<file path="src/rtl/sequence_playback_pkg.sv">
// Shared widths and playback FSM encodings for the move-sequence game blocks.
package seq_pkg;
  localparam int MOVE_W  = 4;
  localparam int ADDR_W  = 5;
  localparam int LEVEL_W = 3;

  typedef enum logic [2:0] {
    S_IDLE,
    S_FETCH,
    S_CAPTURE,
    S_SHOW,
    S_GAP,
    S_DONE
  } state_e;

  // Move memory holds eight moves at the bottom of a 32-entry space.
  function automatic logic [ADDR_W-1:0] move_addr(input logic [LEVEL_W-1:0] idx);
    return {{(ADDR_W-LEVEL_W){1'b0}}, idx};
  endfunction
endpackage

</file>
<file path="src/rtl/sequence_playback_if.sv">
// Move memory read port shared by the playback block and the memory.
interface sequence_playback_if;
  import seq_pkg::*;

  // Read port protocol: no valid/ready; the memory returns qR for the address
  // presented in the previous cycle, so the reader waits exactly one cycle.
  logic [ADDR_W-1:0] addressR;
  logic [MOVE_W-1:0] qR;

  modport master (output addressR, input qR);
  modport slave  (input addressR, output qR);
endinterface

</file>
<file path="src/rtl/sequence_playback_timer.sv">
// Loadable down-counter that saturates at zero and flags when it gets there.
module playback_timer #(
  parameter int CNT_W = 26
) (
  input  logic             clock,
  input  logic             reset,
  input  logic             load,
  input  logic [CNT_W-1:0] loadValue,
  input  logic             en,
  output logic             zero
);
  logic [CNT_W-1:0] cnt_q, cnt_d;

  always_comb begin
    cnt_d = cnt_q;
    if (load) begin
      cnt_d = loadValue;
    end else if (en && (cnt_q != '0)) begin
      cnt_d = cnt_q - CNT_W'(1);
    end
  end

  always_ff @(posedge clock or negedge reset) begin
    if (!reset) cnt_q <= '0;
    else        cnt_q <= cnt_d;
  end

  assign zero = (cnt_q == '0);
endmodule

</file>
<file path="src/rtl/sequence_playback.sv">
// Replays moves 0..level from the move memory on the LEDs, each lit for
// ON_CYCLES then dark for OFF_CYCLES, and pulses done after the last one.
module sequence_playback
  import seq_pkg::*;
#(
  parameter int ON_CYCLES  = 25_000_000,
  parameter int OFF_CYCLES = 12_500_000,
  parameter int CNT_W      = 26
) (
  input  logic                clock,
  input  logic                reset,
  input  logic                start,
  input  logic [LEVEL_W-1:0]  level,
  sequence_playback_if.master mem,
  output logic [MOVE_W-1:0]   leds,
  output logic                busy,
  output logic                done,
  output state_e              dbg_state
);
  state_e             state_q, state_d;
  logic [LEVEL_W-1:0] move_idx_q, move_idx_d;
  logic [LEVEL_W-1:0] last_idx_q, last_idx_d;
  logic [MOVE_W-1:0]  move_reg_q, move_reg_d;

  logic             tmr_load;
  logic [CNT_W-1:0] tmr_value;
  logic             tmr_en;
  logic             tmr_zero;

  playback_timer #(.CNT_W(CNT_W)) u_timer (
    .clock     (clock),
    .reset     (reset),
    .load      (tmr_load),
    .loadValue (tmr_value),
    .en        (tmr_en),
    .zero      (tmr_zero)
  );

  always_ff @(posedge clock or negedge reset) begin
    if (!reset) begin
      state_q    <= S_IDLE;
      move_idx_q <= '0;
      last_idx_q <= '0;
      move_reg_q <= '0;
    end else begin
      state_q    <= state_d;
      move_idx_q <= move_idx_d;
      last_idx_q <= last_idx_d;
      move_reg_q <= move_reg_d;
    end
  end

  always_comb begin
    state_d    = state_q;
    move_idx_d = move_idx_q;
    last_idx_d = last_idx_q;
    move_reg_d = move_reg_q;
    tmr_load   = 1'b0;
    tmr_value  = '0;
    tmr_en     = 1'b0;
    unique case (state_q)
      S_IDLE: begin
        if (start) begin
          last_idx_d = level;
          move_idx_d = '0;
          state_d    = S_FETCH;
        end
      end
      S_FETCH: state_d = S_CAPTURE;
      S_CAPTURE: begin
        // Memory data for the FETCH address is valid now.
        move_reg_d = mem.qR;
        tmr_load   = 1'b1;
        tmr_value  = CNT_W'(ON_CYCLES - 1);
        state_d    = S_SHOW;
      end
      S_SHOW: begin
        if (tmr_zero) begin
          tmr_load  = 1'b1;
          tmr_value = CNT_W'(OFF_CYCLES - 1);
          state_d   = S_GAP;
        end else begin
          tmr_en = 1'b1;
        end
      end
      S_GAP: begin
        if (tmr_zero) begin
          if (move_idx_q < last_idx_q) begin
            move_idx_d = move_idx_q + LEVEL_W'(1);
            state_d    = S_FETCH;
          end else begin
            state_d = S_DONE;
          end
        end else begin
          tmr_en = 1'b1;
        end
      end
      S_DONE:  state_d = S_IDLE;
      default: state_d = S_IDLE;
    endcase
  end

  assign mem.addressR = move_addr(move_idx_q);
  assign leds         = (state_q == S_SHOW) ? move_reg_q : '0;
  assign busy         = (state_q != S_IDLE);
  assign done         = (state_q == S_DONE);
  assign dbg_state    = state_q;
endmodule

</file>
<file path="src/flat_wrapper.sv">
// flat-port wrapper written by rule: the top's interface ports become plain ports
module sequence_playback_flat import seq_pkg::*;
#(
  parameter int ON_CYCLES  = 25_000_000,
  parameter int OFF_CYCLES = 12_500_000,
  parameter int CNT_W      = 26
)
  (clock, reset, start, level, leds, busy, done, dbg_state, mem_addressR, mem_qR);
  sequence_playback_if mem_i ();
  input  logic clock;
  input  logic reset;
  input  logic start;
  input  logic [LEVEL_W-1:0] level;
  output logic [MOVE_W-1:0] leds;
  output logic busy;
  output logic done;
  output state_e dbg_state;
  output wire logic [$bits(mem_i.addressR)-1:0] mem_addressR;
  input wire logic [$bits(mem_i.qR)-1:0] mem_qR;
  assign mem_addressR = mem_i.addressR;
  assign mem_i.qR = mem_qR;
  sequence_playback #(.ON_CYCLES(ON_CYCLES), .OFF_CYCLES(OFF_CYCLES), .CNT_W(CNT_W)) u_core (.clock(clock), .reset(reset), .start(start), .level(level), .mem(mem_i), .leds(leds), .busy(busy), .done(done), .dbg_state(dbg_state));
endmodule
</file>
<file path="config.mk">
export PLATFORM = sky130hd
export DESIGN_NAME = sequence_playback_flat
export DESIGN_NICKNAME = d
export VERILOG_FILES = /design/src/rtl/sequence_playback_pkg.sv /design/src/rtl/sequence_playback_if.sv /design/src/rtl/sequence_playback_timer.sv /design/src/rtl/sequence_playback.sv /design/src/flat_wrapper.sv
export SDC_FILE = /design/constraint.sdc
export NUM_CORES = 1
export LEC_CHECK = 0
export ABC_AREA = 1
export BUFFER_PORTS_ARGS = -buffer_cell sky130_fd_sc_hd__buf_4
export CAP_MARGIN = 0
export CORE_ASPECT_RATIO = 1.4
export CORE_MARGIN = 5
export CORE_UTILIZATION = 35
export CTS_BUF_LIST = sky130_fd_sc_hd__clkbuf_8
export CTS_CLUSTER_SIZE = 24
export DETAILED_ROUTE_END_ITERATION = 7
export GPL_TIMING_DRIVEN = 0
export PLACE_DENSITY = 0.55
export SLEW_MARGIN = 20
export SYNTH_ARGS = -nofsm -noshare
export SYNTH_HDL_FRONTEND = slang
export SYNTH_SLANG_ARGS = --single-unit
</file>
<file path="constraint.sdc">
create_clock -name clock -period 2.1 [get_ports clock]
set_input_delay 0.42 -clock clock [delete_from_list [all_inputs] [get_ports clock]]
set_output_delay 0.42 -clock clock [all_outputs]
set_load 0.005 [all_outputs]
</file>
==> results.json <==
{
  "synth_seq_cells": 39,
  "antenna_found_initial": 0,
  "async_reset_ff_share_pct": 100,
  "fin_tns_setup_ps": 0,
  "grt_pass1_wl_um": 10900,
  "numClockSinks": 39,
  "rsz0062_at_grt": "no",
  "syn_area_per_cell_um2": 7.16,
  "setup_viol": 0,
  "place.gp.congestion": 0.835,
  "dr.pass1.iters": 4,
  "finalNetCount": 401,
  "routed_via_density": 4.88,
  "timing.rr.start": "u_core.u_timer.cnt_q[0]",
  "final_layout_size_suffix_gt1_share_pct": 15.5,
  "worstHoldPathType": "in2async",
  "cts-root-buf": "clkbuf_8",
  "final-instance-count-excl-fill": 485,
  "seq_area_um2": 976,
  "max-clock-path-buffers": 2,
  "final_util_pct": 40.6,
  "h-tree-depth": 2,
  "wl_um": 6390,
  "path_max_fanout": 10,
  "worst_slew_pin_slew_ps": 528,
  "hold_viol_final": 0,
  "portBuffers": 21,
  "syn_inst": 357,
  "gr-total-overflow": 0,
  "ys.flop_type": "dfrtp_1",
  "fmax_mhz": 505,
  "fin_ws_ps": 119,
  "period_minus_slack_ps": 1980,
  "ys_warn_count": 0,
  "pre_cts_ws_ps": 78.9,
  "hpwl_um": 4910,
  "grt_start_max_net_pins": 40,
  "ys_types": 34,
  "clock_latency_ps": 300,
  "reg2reg_setup_slack_ps": 120,
  "dr.first_iter.drc_count": 105,
  "vias": 2366,
  "cts_tree": "yes",
  "worst-endpoint-required_ps": 2290,
  "synth-edff-count": 0,
  "worstSetupStartpointType": "register",
  "synthToLayoutAreaGrowth_pct": 14.8,
  "path_clk_slew_ps": 80,
  "io_pins": 24,
  "multi_input_area_um2": 1380,
  "end_kind": "register",
  "core_area_um2": 7220,
  "slew_viol_final": 0,
  "fillers": 782,
  "row_count": 37,
  "yosysSeqAreaShare_pct": 38.2,
  "drc": 0,
  "power_density_nw_per_um2": 1190,
  "cts-hold-fix-buffers": 0,
  "syn_area_um2": 2560,
  "cap_violations": 0,
  "critPathArrivalTime_ps": 2170,
  "r2r-end": "u_core.u_timer.cnt_q[9]",
  "reg2reg_depth": 12,
  "outcome": "finished, final reports clean",
  "max_slew_margin_pct": 64.7,
  "final_antenna_net_count": 0,
  "die_h_um": 111,
  "track_usage_pct": 15.0,
  "period_share_pct": 94.3,
  "max-vdd-ir-drop_v": 0.000533,
  "grt_pass1_vias": 2366,
  "startpoint": "u_core.u_timer.cnt_q[0]",
  "post_drt_wl_per_cell_um": 13.2,
  "start_util_pct": 35.4,
  "cts_buffers": 5,
  "final_common_cell": "nand2_1",
  "dieArea_um2": 9140,
  "leakagePower_nw": 1.51,
  "numPlacedInstances": 476,
  "clock_skew_ps": 9.07,
  "antennaDiodeCount": 0,
  "dieWidth_um": 82.2,
  "final_cell_mix": "nand2_1 (106), nor2_1 (54), dfrtp_1 (39)",
  "critPathKind": "reg2reg"
}
report_power, final:
part / internal [mW] / switching [mW] / leakage (nW)
clock: 0.224 / 0.275 / 0.0505
sequential: 1.00 / 0.246 / 0.447
combinational: 0.644 / 1.11 / 1.01
total: 1.87 / 1.63 / 1.51
kinds of logic after synthesis:
logic type	synth area share, %
xor gates and xnor gates	3.08
AOI/OAI and AO/OA	5.19
DFF	38.2
adders and majority gates	1.96
buffers and inverters	8.07
and+or+nand+nor	43.4
other	0.147
per-layer routing:
metal	wire (um)	track usage, %
met5	0	0
met4	105	4.55
met3	226	1.79
met2	3350	28.1
met1	2710	16.9
sequential cells by signal (all words and copies together), names as in the netlist:
name                  flops
u_core.move_reg_q         4
u_core.last_idx_q         3
u_core.u_timer.cnt_q     26
u_core.dbg_state          3
u_core.move_idx_q         3
critical path: stages (launching register included):
cell and delay, ps:
dfrtp_1 400, inv_1 100, ha_1 230, nand2_2 140
nor2_8 190, nand2_4 90, nor2_4 200, nand2_4 110
nand2_4 120, inv_4 50, buf_6 140, nand3_2 50
nand2_1 50
cell usage after synthesis, drive strengths merged (2+ instances only):
cell | n | share of area [%]
nand3 | 35 | 7.7
nand3b | 7 | 2.1
nand4 | 11 | 2.7
inv | 37 | 5.5
dfrtp | 39 | 38
nand2 | 114 | 18
nor2 | 65 | 12
xnor2 | 5 | 1.7
ha | 4 | 2.0
buf | 5 | 1.9
xor2 | 4 | 1.4
o211ai | 2 | 0.59
o21ai | 10 | 2.4
clkbuf | 2 | 0.29
nor3 | 4 | 0.78
a21oi | 7 | 1.4
how the worst max path moves through the flow:
stage                         endpoint  cells past startpoint
6_report       u_core.u_timer.cnt_q[9]                     12
5_1_grt        u_core.u_timer.cnt_q[9]                     12
4_1_cts                        leds[0]                      5
3_5_place_dp   u_core.u_timer.cnt_q[9]                     12
3_3_place_gp   u_core.u_timer.cnt_q[9]                     12
2_1_floorplan  u_core.u_timer.cnt_q[9]                     12
metrics by stage:
stage / cell area (um^2) / hold WS, ps / total power, mW
5_1_grt: 2940 / 145 / 3.86
6_report: 2940 / 103 / 3.50
4_1_cts: 2920 / 124 / 3.54
3_5_place_dp: 2840 / 442 / 3.03
3_3_place_gp: 2840 / 442 / 3.00
2_1_floorplan: 2560 / 124 / 2.48
area by class of cell:
cell class / instances / area share, %
multi-input cells: 274 / 47.1
repair buffers: 22 / 5.63
inverters: 38 / 5.12
flip-flops and latches: 39 / 33.2
well taps: 97 / 4.13
clock inverters: 3 / 0.426
clock buffers: 5 / 2.34
plain buffers: 7 / 1.96
repair_timing:
item,in CTS,in global routing
setup endpoints to repair,0,17
resized for setup,0,3
hold endpoints to repair,0,0
buffers inserted,0,1
(Power assumes the default switching activity.)
